==> src/rtl/traffic_light_monitor_pkg.sv <==
// Shared constants for the traffic light lamp interface: phase codes,
// direction count and the controller's nominal dwell times.
package traffic_light_monitor_pkg;

  localparam int unsigned NUM_DIR = 4;

  localparam int unsigned DEF_ORANGE_CYC = 5;
  localparam int unsigned DEF_GREEN_MIN  = 25;
  localparam int unsigned DEF_GREEN_MAX  = 26;

  localparam logic [1:0] PH_IDLE   = 2'd0;
  localparam logic [1:0] PH_ORANGE = 2'd1;
  localparam logic [1:0] PH_GREEN  = 2'd2;
  localparam logic [1:0] PH_RESYNC = 2'd3;

  // Tracker state encodings line up with the PH_* phase codes.
  typedef enum logic [1:0] {
    TRK_IDLE   = 2'd0,
    TRK_ORANGE = 2'd1,
    TRK_GREEN  = 2'd2,
    TRK_RESYNC = 2'd3
  } trk_state_t;

endpackage

==> src/rtl/traffic_light_monitor_lamp_decode.sv <==
// Combinational decode of one lamp sample: per-direction legality, conflict
// detection, and the active direction/phase of a well-formed sample.
module lamp_decode
  import traffic_light_monitor_pkg::*;
(
  input  logic [3:0] red,
  input  logic [3:0] orange,
  input  logic [3:0] green,
  output logic       bad_lamp,
  output logic       conflict,
  output logic       any_nonred,
  output logic [1:0] dir,
  output logic [1:0] phase
);

  logic [2:0] n_nonred;

  always_comb begin
    bad_lamp   = 1'b0;
    any_nonred = 1'b0;
    n_nonred   = '0;
    dir        = '0;
    for (int unsigned i = 0; i < NUM_DIR; i++) begin
      if (!((red[i] ^ orange[i] ^ green[i]) & ~(red[i] & orange[i] & green[i])))
        bad_lamp = 1'b1;
      if (orange[i] | green[i]) begin
        if (!any_nonred)
          dir = 2'(i);
        any_nonred = 1'b1;
        n_nonred   = n_nonred + 3'd1;
      end
    end
    conflict = (n_nonred > 3'd1);

    // A malformed sample never decodes as a legal phase.
    if (bad_lamp || conflict)
      phase = PH_RESYNC;
    else if (!any_nonred)
      phase = PH_IDLE;
    else if (orange[dir])
      phase = PH_ORANGE;
    else
      phase = PH_GREEN;
  end

endmodule

==> src/rtl/traffic_light_monitor.sv <==
// Passive checker for the 4-way controller lamps: tracks rotation order and
// phase dwell times and raises sticky fault flags on any violation.
module traffic_light_monitor
  import traffic_light_monitor_pkg::*;
#(
  parameter int unsigned ORANGE_CYC = DEF_ORANGE_CYC,
  parameter int unsigned GREEN_MIN  = DEF_GREEN_MIN,
  parameter int unsigned GREEN_MAX  = DEF_GREEN_MAX,
  parameter int unsigned DWELL_W    = 8
) (
  input  logic        clk,
  input  logic        rst,
  input  logic [3:0]  red,
  input  logic [3:0]  orange,
  input  logic [3:0]  green,
  input  logic        clr,
  output logic [1:0]  active_dir,
  output logic [1:0]  phase,
  output logic        err_lamp,
  output logic        err_conflict,
  output logic        err_seq,
  output logic        err_timing,
  output logic        fault,
  output logic        rot_done,
  output logic [15:0] rot_count
);

  localparam logic [DWELL_W-1:0] ORANGE_DW    = DWELL_W'(ORANGE_CYC);
  localparam logic [DWELL_W-1:0] GREEN_MIN_DW = DWELL_W'(GREEN_MIN);
  localparam logic [DWELL_W-1:0] GREEN_MAX_DW = DWELL_W'(GREEN_MAX);

  logic [3:0]         s_red, s_orange, s_green;
  logic               d_bad_lamp, d_conflict, d_any, d_bad;
  logic [1:0]         d_dir, d_phase;

  trk_state_t         state, nxt_state;
  logic [1:0]         cur_dir, nxt_dir;
  logic [1:0]         prev_dir, prev_ph;
  logic [DWELL_W-1:0] dwell;
  logic               changed, seq_e, tim_e, rot_e;

  lamp_decode u_decode (
    .red        (s_red),
    .orange     (s_orange),
    .green      (s_green),
    .bad_lamp   (d_bad_lamp),
    .conflict   (d_conflict),
    .any_nonred (d_any),
    .dir        (d_dir),
    .phase      (d_phase)
  );

  assign d_bad   = d_bad_lamp | d_conflict;
  assign changed = (d_dir != prev_dir) || (d_phase != prev_ph);
  assign fault   = err_lamp | err_conflict | err_seq | err_timing;

  always_comb begin
    nxt_state = state;
    nxt_dir   = cur_dir;
    seq_e     = 1'b0;
    tim_e     = 1'b0;
    rot_e     = 1'b0;
    if (d_bad) begin
      nxt_state = TRK_RESYNC;
    end else begin
      case (state)
        TRK_IDLE: begin
          if (d_phase == PH_ORANGE && d_dir == 2'd0) begin
            nxt_state = TRK_ORANGE;
            nxt_dir   = 2'd0;
          end else if (d_any) begin
            seq_e     = 1'b1;
            nxt_state = TRK_RESYNC;
          end
        end
        TRK_ORANGE: begin
          if (d_phase == PH_ORANGE && d_dir == cur_dir) begin
            nxt_state = TRK_ORANGE;
          end else if (d_phase == PH_GREEN && d_dir == cur_dir) begin
            tim_e     = (dwell != ORANGE_DW);
            nxt_state = TRK_GREEN;
          end else begin
            seq_e     = 1'b1;
            nxt_state = TRK_RESYNC;
          end
        end
        TRK_GREEN: begin
          if (d_phase == PH_GREEN && d_dir == cur_dir) begin
            nxt_state = TRK_GREEN;
          end else if (d_phase == PH_ORANGE && d_dir == cur_dir + 2'd1) begin
            tim_e     = (dwell < GREEN_MIN_DW) || (dwell > GREEN_MAX_DW);
            rot_e     = (cur_dir == 2'd3);
            nxt_state = TRK_ORANGE;
            nxt_dir   = cur_dir + 2'd1;
          end else begin
            seq_e     = 1'b1;
            nxt_state = TRK_RESYNC;
          end
        end
        default: begin
          if (d_any && d_phase == PH_ORANGE) begin
            nxt_state = TRK_ORANGE;
            nxt_dir   = d_dir;
          end
        end
      endcase
    end
  end

  always_ff @(posedge clk or negedge rst) begin
    if (!rst) begin
      s_red        <= '1;
      s_orange     <= '0;
      s_green      <= '0;
      state        <= TRK_IDLE;
      cur_dir      <= '0;
      prev_dir     <= '0;
      prev_ph      <= PH_IDLE;
      dwell        <= '0;
      active_dir   <= '0;
      phase        <= PH_IDLE;
      err_lamp     <= 1'b0;
      err_conflict <= 1'b0;
      err_seq      <= 1'b0;
      err_timing   <= 1'b0;
      rot_done     <= 1'b0;
      rot_count    <= '0;
    end else begin
      s_red    <= red;
      s_orange <= orange;
      s_green  <= green;

      prev_dir <= d_dir;
      prev_ph  <= d_phase;
      if (changed)
        dwell <= DWELL_W'(1);
      else if (dwell != '1)
        dwell <= dwell + DWELL_W'(1);

      state      <= nxt_state;
      cur_dir    <= nxt_dir;
      active_dir <= nxt_dir;
      phase      <= nxt_state;

      // A fresh error on the clearing cycle takes priority over clr.
      err_lamp     <= (err_lamp     & ~clr) | d_bad_lamp;
      err_conflict <= (err_conflict & ~clr) | d_conflict;
      err_seq      <= (err_seq      & ~clr) | seq_e;
      err_timing   <= (err_timing   & ~clr) | tim_e;

      rot_done <= rot_e;
      if (rot_e && rot_count != '1)
        rot_count <= rot_count + 16'd1;
    end
  end

endmodule

==> config.mk <==
export PLATFORM = sky130hd
export DESIGN_NAME = traffic_light_monitor
export DESIGN_NICKNAME = d
export VERILOG_FILES = /design/src/rtl/traffic_light_monitor_pkg.sv /design/src/rtl/traffic_light_monitor_lamp_decode.sv /design/src/rtl/traffic_light_monitor.sv
export SDC_FILE = /design/constraint.sdc
export NUM_CORES = 1
export LEC_CHECK = 0
export ABC_AREA = 0
export BUFFER_PORTS_ARGS = -buffer_cell sky130_fd_sc_hd__clkbuf_2
export CORE_MARGIN = 4
export CORE_UTILIZATION = 55
export DETAILED_ROUTE_END_ITERATION = 16
export GPL_ROUTABILITY_DRIVEN = 0
export PLACE_DENSITY = 0.82
export SLEW_MARGIN = 10
export SYNTH_ARGS = -nofsm -noshare
export SYNTH_HDL_FRONTEND = slang
export SYNTH_SLANG_ARGS = --single-unit
==> constraint.sdc <==
create_clock -name clk -period 3.4 [get_ports clk]
set_clock_uncertainty 0.1 [all_clocks]
set_input_delay 0.51 -clock clk [delete_from_list [all_inputs] [get_ports clk]]
set_output_delay 0.51 -clock clk [all_outputs]
set_load 0.05 [all_outputs]
Yosys cells after proc, flatten, opt, wreduce, memory -nomap -nowiden
Cells that the tools add are included.
{"block": "totals", "reg_bits": 49, "in_bits": 15}
{"block": "classes", "add_sub_neg": 6, "n_lt_le_gt_ge": 4, "n_eq_ne": 16, "n_mux": 57, "bitwise_logic": 43, "n_reduce_logical": 16}
{"operator": "2-bit two-way mux", "n": 19}
{"operator": "1-bit two-way mux", "n": 28}
{"operator": "16-bit by 1-bit adder with 16-bit output, second input constant", "n": 1}
{"operator": "1-bit bitwise AND", "n": 16}
{"operator": "8-bit two-way mux", "n": 2}
{"operator": "16-bit != test, second input constant", "n": 1}
{"operator": "1-bit bitwise OR", "n": 12}
{"operator": "2-bit one-hot mux with 3 select lines", "n": 2}
{"operator": "3-bit two-way mux", "n": 3}
{"operator": "8-bit by 1-bit adder with 8-bit output, second input constant", "n": 1}
{"operator": "8-bit by 5-bit greater-than comparator with 1-bit output, second input constant", "n": 1}
{"operator": "8-bit by 5-bit < comparator with 1-bit output, second input constant", "n": 1}
{"operator": "8-bit by 3-bit != test with 1-bit output, second input constant", "n": 1}
{"operator": "8-bit != test, second input constant", "n": 1}
{"operator": "1-bit bitwise XOR", "n": 8}
{"operator": "1-bit inverter", "n": 7}
{"operator": "3-bit by 1-bit adder with 3-bit output, second input constant", "n": 2}
{"operator": "2-bit == test, second input constant", "n": 3}
{"operator": "1-bit logical AND", "n": 6}
{"operator": "2-bit != test, second input constant", "n": 3}
{"operator": "6-bit AND reduction", "n": 1}
{"operator": "5-bit nonzero test", "n": 1}
{"operator": "2-bit by 1-bit == test with 1-bit output, second input constant", "n": 2}
{"operator": "2-bit == test", "n": 2}
{"operator": "other kinds (14)", "n": 18}

Longest topological paths before layout
Gate-level depths: netlist (run 1).
{"block": "logic_depth", "depth_word": 20, "mapped_depth": 12, "depth_no_buf": 10}

Modules after synthesis
Synthesis (run 1) repeated with hierarchy kept, for this count alone.
{"block": "hier_totals", "cells_unflattened": 254, "hier_area_um2": 2683.8}
{"module": "traffic_light_monitor", "instances": 1, "cells_per_inst": 205, "area_each_um2": 2309.7, "seq_area_each_um2": 1231.2}
{"module": "lamp_decode", "instances": 1, "cells_per_inst": 49, "area_each_um2": 374.1, "seq_area_each_um2": 0.0}

Least setup slack after synthesis (run 1)
OpenSTA, ideal clock, no wires.
{"block": "synth_path", "path_type": "reg-to-reg", "startpoint": "register s_orange[0]", "endpoint": "register dwell[0]", "t_arrival_ns": 2.611, "slack_ns": 0.567, "path_stages_with_launch": 13, "n_path_buf": 2, "path_cell_list": "dfrtp_1 nor2_1 ha_1 buf_4 o21ai_1 o31a_1 ha_1 xor2_1 a211o_1 and2_1 buf_2 a311o_1 nand2b_1"}
{"block": "synth_between", "elab_chain_len": 16, "elab_cells_between_ends": 40, "classes_between": "add/sub (3); order compare (1); eq/ne (2); mux (24); bitwise (7); reduce/logical (3)"}
{"item": "start: declaration", "line_no": "traffic_light_monitor.sv:32", "text": "logic [3:0] s_red, s_orange, s_green;"}
{"item": "start signal: assignment", "line_no": "traffic_light_monitor.sv:130", "text": "s_orange <= orange;"}
{"item": "parallel branches: the longest is 14 deep, another holds 3-bit by 1-bit adder with 3-bit output"}
{"item": "1-bit logical OR (*)", "line_no": "traffic_light_monitor.sv:54", "text": "assign changed = (d_dir != prev_dir) || (d_phase != prev_ph);"}
{"item": "8-bit two-way mux / 2-bit nonzero test (equally long branches)"}
{"item": "end signal: assignment", "line_no": "traffic_light_monitor.sv:138", "text": "dwell <= dwell + DWELL_W'(1);"}
{"item": "end: declaration", "line_no": "traffic_light_monitor.sv:39", "text": "logic [DWELL_W-1:0] dwell;"}
Every way passes the cells marked *. The select of a mux whose other input is x is not followed.
A chain may end at the register's enable or synchronous reset.

Final worst setup path (run 1)
{"block": "layout_path", "startpoint": "register s_green[0]", "endpoint": "register rot_count[3]"}
{"block": "layout_between", "elab_chain_len": 20, "elab_cells_between_ends": 45, "classes_between": "add/sub (3); order compare (1); eq/ne (4); mux (27); bitwise (6); reduce/logical (4)"}
{"item": "start: declaration", "line_no": "traffic_light_monitor.sv:32"}
{"item": "start signal: assignment", "line_no": "traffic_light_monitor.sv:131", "text": "s_green <= green;"}
{"item": "parallel branches: the longest is 18 deep, another holds 3-bit by 1-bit adder with 3-bit output"}
{"item": "1-bit two-way mux (*)", "line_no": "traffic_light_monitor.sv:63", "text": "if (d_bad) begin"}
{"item": "1-bit logical AND (*)", "line_no": "traffic_light_monitor.sv:152", "text": "if (rot_e && rot_count != '1)"}
{"item": "end signal: assignment", "line_no": "traffic_light_monitor.sv:153", "text": "rot_count <= rot_count + 16'd1;"}
{"item": "end: declaration", "line_no": "traffic_light_monitor.sv:25", "text": "output logic [15:0] rot_count"}
Marked as above.

==> results of run 1 <==
-- where the power goes --
part           internal [mW]  leakage, nW  switching [mW]
registers              0.617        0.615          0.0529
clock network          0.142       0.0439           0.201
logic                 0.0924        0.824           0.146
-- metrics by stage --
stage | hold slack [ns] | instance area, um2 | total power, mW | util (%)
after detailed placement | 0.3861 | 3063 | 0.9197 | 63.58
after CTS | 0.1646 | 3149 | 1.259 | 65.38
final | 0.1732 | 3149 | 1.251 | 65.38
after global placement | 0.3824 | 3063 | 0.9075 | 63.58
after global routing | 0.1541 | 3149 | 1.322 | 65.38
after floorplan | 0.1144 | 2798 | 0.8451 | -
-- critical path, stage by stage (launching register included) --
cell      delay (ns)
dfrtp_1         0.41
nor2_1          0.21
inv_1           0.07
ha_1            0.21
o31a_1          0.25
ha_1            0.28
nor2_1          0.11
a211o_1         0.26
nand4b_1        0.47
buf_4           0.33
nor2_1          0.12
xor2_1          0.19
-- cell usage after synthesis (2+ instances only) --
library cell and count:
a2111oi_0 2, a21oi_1 9, a31oi_1 3, a32oi_1 2, buf_2 3, buf_4 2, dfrtp_1 45, dfstp_2 4
ha_1 18, inv_1 15, mux2_2 2, mux2i_1 6, nand2_1 24, nand2b_1 4, nand3_1 15, nand4_1 5
nor2_1 30, nor2b_1 3, nor3_1 8, nor3_2 4, nor3b_1 3, nor4_1 3, o211ai_1 2, o21a_1 3
o21ai_0 5, o22ai_1 3, o31ai_1 3, or2_2 7, xnor2_1 6, xor2_1 14
-- kinds of logic after synthesis --
family / Yosys count / synth area share, %
DFF: 49 / 44.01
AOI/OAI and AO/OA: 48 / 12.97
adders and majority gates: 18 / 8.050
muxes: 9 / 3.488
xor gates and xnor gates: 20 / 6.261
buffers and inverters: 21 / 3.488
and+or+nand+nor: 117 / 21.74
-- final cells by class --
type | instances | area share, %
Clock buffer | 5 | 2.185
Timing Repair Buffer | 43 | 7.072
Tap cell | 67 | 2.662
Clock inverter | 3 | 0.5562
Multi-Input combinational cell | 212 | 46.64
Inverter | 15 | 1.788
Sequential cell | 49 | 39.09
-- flip-flops by register name, indices dropped and copies added, names as in the netlist, 2 cells and up --
signal	count
rot_count	16
dwell	8
s_green	4
s_orange	4
s_red	4
cur_dir	2
prev_dir	2
prev_ph	2
state	2
-- worst paths after layout --
path                                            from                        end
max in group asynchronous                        rst         s_red[3]$_DFF_PN1_
min reg2reg                rot_count[15]$_DFFE_PN0P_  rot_count[15]$_DFFE_PN0P_
min in group asynchronous                        rst       s_green[0]$_DFF_PN0_
max                             s_green[0]$_DFF_PN0_   rot_count[3]$_DFFE_PN0P_
min                                           red[1]         s_red[1]$_DFF_PN1_
max reg2reg                     s_green[0]$_DFF_PN0_   rot_count[3]$_DFFE_PN0P_
-- metal layers --
layer	up-vias	GRT usage, %	share of wire (%)
met1	1078	24.54	45
met4	0	7.904	1.7
met3	9	4.082	4.9
met2	58	33.75	48
li1	1088	-	-
met5	-	0	0
==> metrics.md, run 1 <==
| Metric | Value |
|---|---|
| Status | finished, final reports clean |
| Clk buf depth | 2 |
| Antenna violations before repair | 0 |
| Overall Global Routing Usage | 19.83% |
| Nets | 359 |
| Period utilization | 91.12% |
| Worst slew pin tran | 0.9176 ns |
| Post-detail-place hpwl | 4.389 mm |
| H-tree depth | 2 |
| Worst VDD drop | 294.4 uV |
| Number of synthesized flops with an enable pin | 0 |
| Post-synth top area share | 40.25% |
| Hold depth | 1 |
| # placed instances | 386 |
| Post-CTS setup buffer count | 0 |
| Pre-CTS setup slack | 0.3387 ns |
| Syn nets | 315 |
| Synth warnings | 0 |
| Port Buf Inserts | 40 |
| DRC viols | 0 |
| Synth area leader | dfrtp_1 |
| Die width | roughly 79 um |
| Layout Cells excl Fill | 394 |
| Async SR Flop Fraction | between 90% and 100% |
| Most common cell after layout, fill and taps aside | dfrtp_1 |
| Register area share after synthesis | 44.01% |
| Clk sinks | 49 |
| FF/Latch Area | 1231 um2 |
| Area grow syn2layout | 12.57% |
| Maximum number of pins on one net before global-route repair | 38 |
| Setup TNS | 0 ns |
| Worst reg2reg path depth | 11 |
| Rows | 25 |
| Routed Wire Length | 5.765 mm |
| TritonCTS clock tree | yes |
| Endpoints failing setup | 0 |
| Antenna diodes | 0 |
| Share of layout cells above drive strength 1 | roughly 23% |
| Vias per inst | 5.668 |
| Hold_buf cts | 0 |
| Power density cells | 397.3 nW/um2 |
| CTS clock-pin slew for the worst setup and hold paths | 0.09 ns |
| Syn Inst Count | 282 |
| Final hold viol count | 0 |
| PostCTS Resize Cnt | 0 |
| Crit path kind | flip-flop to flip-flop |
| Top cells by area, synth | dfrtp_1, ha_1, xor2_1, nor2_1, dfstp_2 |
| Path category of the worst min-delay check | primary input to flip-flop |
| Vias in the first global route | 2,207 |
| Clk root buf | clkbuf_8 |
| Max Fclk | 322.8 MHz |
| Worst-Skew Late Latency | 0.31 ns |
| Critical path arrival | 3.22 ns |
| Io pins | 41 |
| Fill count | approximately 420 |
| Ys flop type | dfrtp_1 |
| Initial Utilization | between 50% and 60% |
| Antenna Nets Post-Route | 0 |
| Req. time, crit path | 3.52 ns |
| Commonest cells after routing, fill and taps aside | dfrtp_1, clkbuf_2, nor2_1 |
| RSZ-0062 raised after global routing | false |
| Iteration count of the initial detailed-routing pass | 4 |
| GRT overflow | 0 |
| Relative slew slack | 38.83% |
| CP startpoint kind | flip-flop |
| Pins Over Slew Limit | 0 |
| Mapped cell area | around 2800 um2 |
| Leak Pwr | 1.483 nW |
| Initial DRC Count | around 160 |
| Yosys reg bits | a little under 50 |
| CP endpoint kind | flip-flop |
| Mean area per synthesized cell | between 9 and 10 um2 |
| Worst Path Max Fanout | 11 |
| First-pass GRT wire length | between 9 and 10 mm |
| Core Box Area | 4817 um2 |
| DR WL/cell | roughly 15 um |
| Setup ws final | 0.3021 ns |
| MaxCap Viol Count | 0 |
| Detailed-route via count | 2,233 |
| R2r setup slk | just over 0.3 ns |
| Period minus WS final | 3.098 ns |
| Num CTS Buffers | 5 |
| Die area | approximately 6300 um2 |
| Die height | ~80 um |
| Library cells used by synthesis | 59 |
| Multi-input logic area | 1469 um2 |
(Power assumes the default switching activity.)
==> run 2: changes to the inputs <==
--- a/config.mk
+++ b/config.mk
@@ -11,8 +11,9 @@
 export CORE_UTILIZATION = 55
 export DETAILED_ROUTE_END_ITERATION = 16
 export GPL_ROUTABILITY_DRIVEN = 0
-export PLACE_DENSITY = 0.82
+export PLACE_DENSITY = 0.83
 export SLEW_MARGIN = 10
 export SYNTH_ARGS = -nofsm -noshare
 export SYNTH_HDL_FRONTEND = slang
+export SYNTH_HIERARCHICAL = 1
 export SYNTH_SLANG_ARGS = --single-unit
==> metrics.md, run 2 <==
| Metric | Value |
|---|---|
| Io pins | just over 40 |
| Synth area leader | dfrtp_1 |
| Clk buf depth | 2 |
| Crit path kind | flip-flop to flip-flop |
| TritonCTS clock tree | yes |
| Mapped cell area | ~2700 um2 |
| Critical path arrival | around 3.4 ns |
| Req. time, crit path | 3.49 ns |
| Worst reg2reg path depth | 12 |
| Area grow syn2layout | 21.91% |
| GRT overflow | 0 |
| Most instantiated cells after synthesis | dfrtp_1, nor2_1, xnor2_1, ha_1 |
| Power density cells | 380.1 nW/um2 |
| Post-synth top area share | 41.96% |
| Port Buf Inserts | 40 |
| Final hold viol count | 0 |
| Ys flop type | dfrtp_1 |
| Most common cell after layout, fill and taps aside | dfrtp_1 |
| Rows | 25 |
| CP startpoint kind | flip-flop |
| CP Cell Sequence | or2_4 > ha_4 > xor2_1 > ha_2 > nor3_4 > nor4b_4 > nor2_1 > or2_4 > nor4_4 > a21boi_4 > buf_6 > mux2_2 |
| Registers with the most flip-flops | rot_count x16, dwell x8 |
| DR WL/cell | 14.11 um |
| Leak Pwr | roughly 1.5 nW |
| Status | finished, final reports clean |
| Delay-heaviest family, CP | simple AND/OR/NAND/NOR gates |
| Post-detail-place hpwl | 3.972 mm |
| Worst-Skew Late Latency | 0.30 ns |
| Period minus WS final | roughly 3.3 ns |
| Mean area per synthesized cell | 10.57 um2 |
| Initial DRC Count | 85 |
| Syn Inst Count | 254 |
| First-pass GRT wire length | 9.308 mm |
| Routed Wire Length | between 5 and 6 mm |
| Die area | between 6000 and 7000 um2 |
| Number of synthesized flops with an enable pin | 0 |
| CP endpoint kind | flip-flop |
| Endpoints failing setup | 0 |
| Relative slew slack | 64.55% |
| Clk root buf | clkbuf_8 |
| Syn nets | 288 |
| Antenna diodes | 0 |
| Nets | about 350 |
| Worst VDD drop | 233.4 uV |
| Fill count | 348 |
| CTS clock-pin slew for the worst setup and hold paths | 0.09 ns |
| Top cells by area, synth | dfrtp_1, ha_1, xnor2_1, dfstp_2, nor2_1 |
| Num CTS Buffers | 5 |
| Most common cell in the netlist | dfrtp_1 |
| Detailed-route via count | 2,074 |
| Register area share after synthesis | 45.87% |
| Antenna Nets Post-Route | 0 |
| Commonest cells after routing, fill and taps aside | dfrtp_1, clkbuf_2, nor2_1 |
| Hold WS | 0.06948 ns |
| Vias per inst | 5.429 |
| Largest reg by FF count | rot_count |
| CP peak stage delay | between 0.3 and 0.4 ns |
| Hold_buf cts | 0 |
| Synth warnings | 6 |
| Path category of the worst min-delay check | primary input to async pin |
| Yosys reg bits | 49 |
| H-tree depth | 2 |
| Worst path most repeated cell | or2_4 |
| Async SR Flop Fraction | 100.0% |
| Max Fclk | 304.4 MHz |
| Period utilization | about 97% |
| Total power | 1.244 mW |
| Final Util | 69.27% |
| Overall Global Routing Usage | 19.05% |
| Worst slew pin tran | 0.5318 ns |
| Maximum number of pins on one net before global-route repair | 23 |
| Clk sinks | 49 |
| Cell area after placement | 3060 um2 |
| Final Instance Area | 3272 um2 |
| Iteration count of the initial detailed-routing pass | 4 |
| Library cells used by synthesis | 52 |
| WP depth | 12 |
| Pins Over Slew Limit | 0 |
| RSZ-0062 raised after global routing | true |
| Core Box Area | 4723 um2 |
| Share of layout cells above drive strength 1 | 28.57% |
| MaxCap Viol Count | 0 |
| Worst Path Max Fanout | 5 |
| Max reg flops | 16 |
| Antenna violations before repair | 0 |
| Die width | 77.86 um |
| Die height | 77.86 um |
| Initial Utilization | 56.82% |
| Worst path buffer plus inverter count | 1 |
| DRC viols | 0 |
| Vias in the first global route | 2,055 |
| CP max-delay cell | dfrtp_1 |
run 2: changes by cell type after synthesis, moves of 3 or more:
cell	before	now
or2_2	7	1
xnor2_1	6	20
a31oi_1	3	0
xor2_1	14	7
nand2_1	24	13
nor2_1	30	24
nor3_1	8	4
nor3_2	4	0
a21o_1	1	4
nand4_1	5	10
o21a_1	3	0
clkbuf_1	0	3
run 2: final cells by class:
cell class | instances | area [um2] | share of cell area (%)
multi-input combinational | 185 | 1441 | 44.05
sequential | 49 | 1231 | 37.63
timing repair buffer | 58 | 342.8 | 10.48
clock buffer | 7 | 86.33 | 2.639
tap | 67 | 83.83 | 2.562
inverter | 15 | 56.30 | 1.721
clock inverter | 1 | 30.03 | 0.9178
run 2: worst register-to-register path: stages (launching register included):
cell and delay, ns:
dfrtp_1 0.38, or2_4 0.27, ha_4 0.27, xor2_1 0.15, ha_2 0.23, nor3_4 0.06, nor4b_4 0.29, nor2_1 0.09
or2_4 0.29, nor4_4 0.31, a21boi_4 0.26, buf_6 0.14, mux2_2 0.32
run 2: routing by layer:
metal	vias up	share of wire, %	track usage (%)
met5	-	0	0
met3	9	4.3	3.944
met4	0	1.4	7.117
li1	1019	-	-
met1	1006	45	24.66
met2	40	50	31.34
run 2: stage by stage:
stage               instances  setup slack, ns   TNS [ns]
floorplan                 254          0.01067          0
global placement          372        -0.005560  -0.005560
detailed placement        372          -0.1688     -1.140
CTS                       381         0.004819          0
global route              382         -0.06674    -0.2088
finish                    382           0.1150          0
run 2: what timing repair did:
item | CTS | global route
resized for setup | 11 | 6
endpoints found under the hold margin | 0 | 0
pin swaps | 5 | 1
cloned | 0 | 1
setup buffers | 1 | 0
setup endpoints to repair | 18 | 20
run 2: cell families after synthesis:
| kind of cell | share of synthesized area, % |
|---|---|
| AO/OA/AOI/OAI | 9.464 |
| XOR/XNOR | 8.811 |
| adder cells (fa/ha/maj) | 8.858 |
| buffers and inverters | 3.123 |
| flip-flops | 45.87 |
| multiplexers | 3.077 |
| AND/OR/NAND/NOR | 20.79 |
run 2: final timing paths:
path / from / endpoint / slack (ns)
worst max-delay path: s_green[1]$_DFF_PN0_ / rot_count[1]$_DFFE_PN0P_ / 0.12
min in group clk: red[0] / s_red[0]$_DFF_PN1_ / 0.19
worst min register to register: err_conflict$_DFF_PN0_ / err_conflict$_DFF_PN0_ / 0.42
max in group asynchronous: rst / prev_dir[1]$_DFF_PN0_ / 2.46
worst max register to register: s_green[1]$_DFF_PN0_ / rot_count[1]$_DFFE_PN0P_ / 0.12
worst min-delay path: rst / state[1]$_DFFE_PN0P_ / 0.07
run 2: power by group:
| group | total [mW] | switching (mW) | internal (mW) |
|---|---|---|---|
| clock | 0.428 | 0.188 | 0.240 |
| sequential | 0.644 | 0.0332 | 0.610 |
| combinational | 0.172 | 0.0961 | 0.0756 |
| total | 1.24 | 0.318 | 0.926 |
==> run 3: changes to the inputs <==
--- a/config.mk
+++ b/config.mk
@@ -6,9 +6,11 @@
 export NUM_CORES = 1
 export LEC_CHECK = 0
 export ABC_AREA = 0
-export BUFFER_PORTS_ARGS = -buffer_cell sky130_fd_sc_hd__clkbuf_2
+export BUFFER_PORTS_ARGS = -buffer_cell sky130_fd_sc_hd__buf_2
+export CELL_PAD_IN_SITES_DETAIL_PLACEMENT = 1
+export CELL_PAD_IN_SITES_GLOBAL_PLACEMENT = 2
 export CORE_MARGIN = 4
-export CORE_UTILIZATION = 55
+export CORE_UTILIZATION = 36
 export DETAILED_ROUTE_END_ITERATION = 16
 export GPL_ROUTABILITY_DRIVEN = 0
 export PLACE_DENSITY = 0.83
==> metrics.md, run 3 (synthesis results as in run 2) <==
| Metric | Value |
|---|---|
| # placed instances | 407 |
| Max reg flops | 16 |
| Power density cells | 366.8 nW/um2 |
| Seq pwr share | roughly half |
| Die height | 94.34 um |
| CP endpoint kind | flip-flop |
| Period minus WS final | 3.404 ns |
| Endpoints failing setup | 1 |
| Num CTS Buffers | 5 |
| Vias per inst | roughly 5.1 |
| Nets | ~360 |
| Detailed-route via count | approximately 2,100 |
| Switching portion of total power | 27.50% |
| DR WL/cell | 15.66 um |
| Clk sinks | between 40 and 50 |
| Io pins | 41 |
| Post-detail-place hpwl | between 4 and 5 mm |
| Maximum number of pins on one net before global-route repair | 36 |
| First-pass GRT wire length | 11.10 mm |
| Commonest cells after routing, fill and taps aside | dfrtp_1, buf_2, buf_4 |
| Core Box Area | 7253 um2 |
| CTS clock-pin slew for the worst setup and hold paths | 0.10 ns |
| Worst-Skew Late Latency | slightly above 0.3 ns |
| Worst slew pin tran | 0.7957 ns |
| Status | finished with violations |
| Fill count | roughly 820 |
| Pre-CTS setup slack | -0.1608 ns |
| Antenna violations before repair | 0 |
| Rows | 31 |
| Initial Utilization | 37.00% |
| Layout Cells excl Fill | 422 |
| Max Fclk | between 200 and 300 MHz |
| Crit path kind | flip-flop to flip-flop |
| RSZ-0062 raised after global routing | true |
| Share of layout cells above drive strength 1 | 33.13% |
| P_int | 0.9210 mW |
| Path category of the worst min-delay check | primary input to async pin |
| Worst VDD drop | around 140 uV |
| Relative slew slack | 46.95% |
| Die width | 94.34 um |
| MaxCap Viol Count | 0 |
| Iteration count of the initial detailed-routing pass | 4 |
| Hold WS | 0.1780 ns |
| Clk pwr share | between 30 and 40% |
| Hold_buf cts | 0 |
| Setup ws final | -0.004043 ns |
| Final Instance Area | about 3500 um2 |
| Most common cell after layout, fill and taps aside | dfrtp_1 |
| Combinational Power Share | 15.5% |
| Net switching power figure | 0.3494 mW |
| Area grow syn2layout | 29.04% |
| Overall Global Routing Usage | 15.72% |
| Clk root buf | clkbuf_8 |
| Vias in the first global route | around 2,300 |
| Antenna Nets Post-Route | 0 |
| Period utilization | 100.1% |
| FF/Latch Area | 1231 um2 |
| GRT overflow | 0 |
| Pins Over Slew Limit | 0 |
| Setup TNS | -0.004043 ns |
| Routed Wire Length | 6.610 mm |
| H-tree depth | 2 |
| Leak Pwr | 1.599 nW |
| Final hold viol count | 0 |
| Worst Path Max Fanout | 4 |
| DRC viols | 0 |
| Die area | around 9000 um2 |
| Port Buf Inserts | 40 |
| TritonCTS clock tree | yes |
| Req. time, crit path | 3.49 ns |
| Failing checks | negative setup slack |
| Cell area after placement | ~3100 um2 |
| Initial DRC Count | 31 |
| Critical path arrival | 3.50 ns |
| Clk buf depth | 2 |
| Multi-input logic area | ~1500 um2 |
| Registers with the most flip-flops | rot_count x16, dwell x8 |
| CP startpoint kind | flip-flop |
| Antenna diodes | 0 |
| Largest reg by FF count | rot_count |
run 3: cell count changes in the layout (fill, tap and decap cells not counted), sizes merged:
cell	delta
clkbuf	-42
inv	+1
buf	+48
clkinv	+1
run 3: final timing paths:
| kind | endpoint | startpoint | cells past startpoint | slack (ns) |
|---|---|---|---|---|
| worst min-delay path | err_lamp$_DFF_PN0_ | rst | 1 | 0.18 |
| worst max register to register | state[1]$_DFFE_PN0P_ | s_green[1]$_DFF_PN0_ | 13 | -0.004 |
| max in group asynchronous | rot_count[1]$_DFFE_PN0P_ | rst | 2 | 2.31 |
| worst max-delay path | state[1]$_DFFE_PN0P_ | s_green[1]$_DFF_PN0_ | 13 | -0.004 |
| worst min register to register | rot_count[15]$_DFFE_PN0P_ | rot_count[15]$_DFFE_PN0P_ | 1 | 0.41 |
| min in group clk | s_red[3]$_DFF_PN1_ | red[3] | 1 | 0.19 |
run 3: layout make-up:
class                   count  share of cell area [%]
repair buffers             66                   11.89
inverters                  15                   1.626
multi-input cells         185                   44.11
flip-flops and latches     49                   35.55
clock buffers               5                   1.987
well taps                  99                   3.577
clock inverters             3                   1.264
run 3: routing by layer:
layer / global-route usage (%) / wire length (um) / up-vias
li1: - / - / 1032
met1: 19.38 / 2934 / 1082
met2: 28.19 / 3457 / 26
met3: 3.187 / 149 / 6
met4: 3.610 / 68 / 0
met5: 0 / 0 / -
run 3: power groups by stage:
stage / sequential, mW / clock, mW / combinational, mW
2_1_floorplan: 0.649 / 0 / 0.114
4_1_cts: 0.645 / 0.449 / 0.182
5_1_grt: 0.652 / 0.473 / 0.222
3_5_place_dp: 0.655 / 0 / 0.175
3_3_place_gp: 0.654 / 0 / 0.169
6_report: 0.645 / 0.428 / 0.197
run 3: critical path, stage by stage, from the launching register on:
cell      delay (ns)
dfrtp_1         0.40
or2_4           0.28
ha_4            0.30
xor2_4          0.18
ha_4            0.23
nor4b_4         0.31
o21bai_2        0.10
a21o_1          0.17
buf_4           0.15
nand2b_4        0.15
or3_4           0.38
a22oi_2         0.23
a211oi_2        0.09
a211o_1         0.23
run 3: through the flow:
step,utilization (%),power (mW)
3_3_place_gp,43.23,0.8238
5_1_grt,47.75,1.347
4_1_cts,45.83,1.276
2_1_floorplan,-,0.7629
3_5_place_dp,43.23,0.8298
6_report,47.75,1.270
run 3: timing repair:
item,CTS,global route
setup buffers,2,5
setup endpoints to repair,20,22
pin swaps,12,16
gates resized for setup,13,16
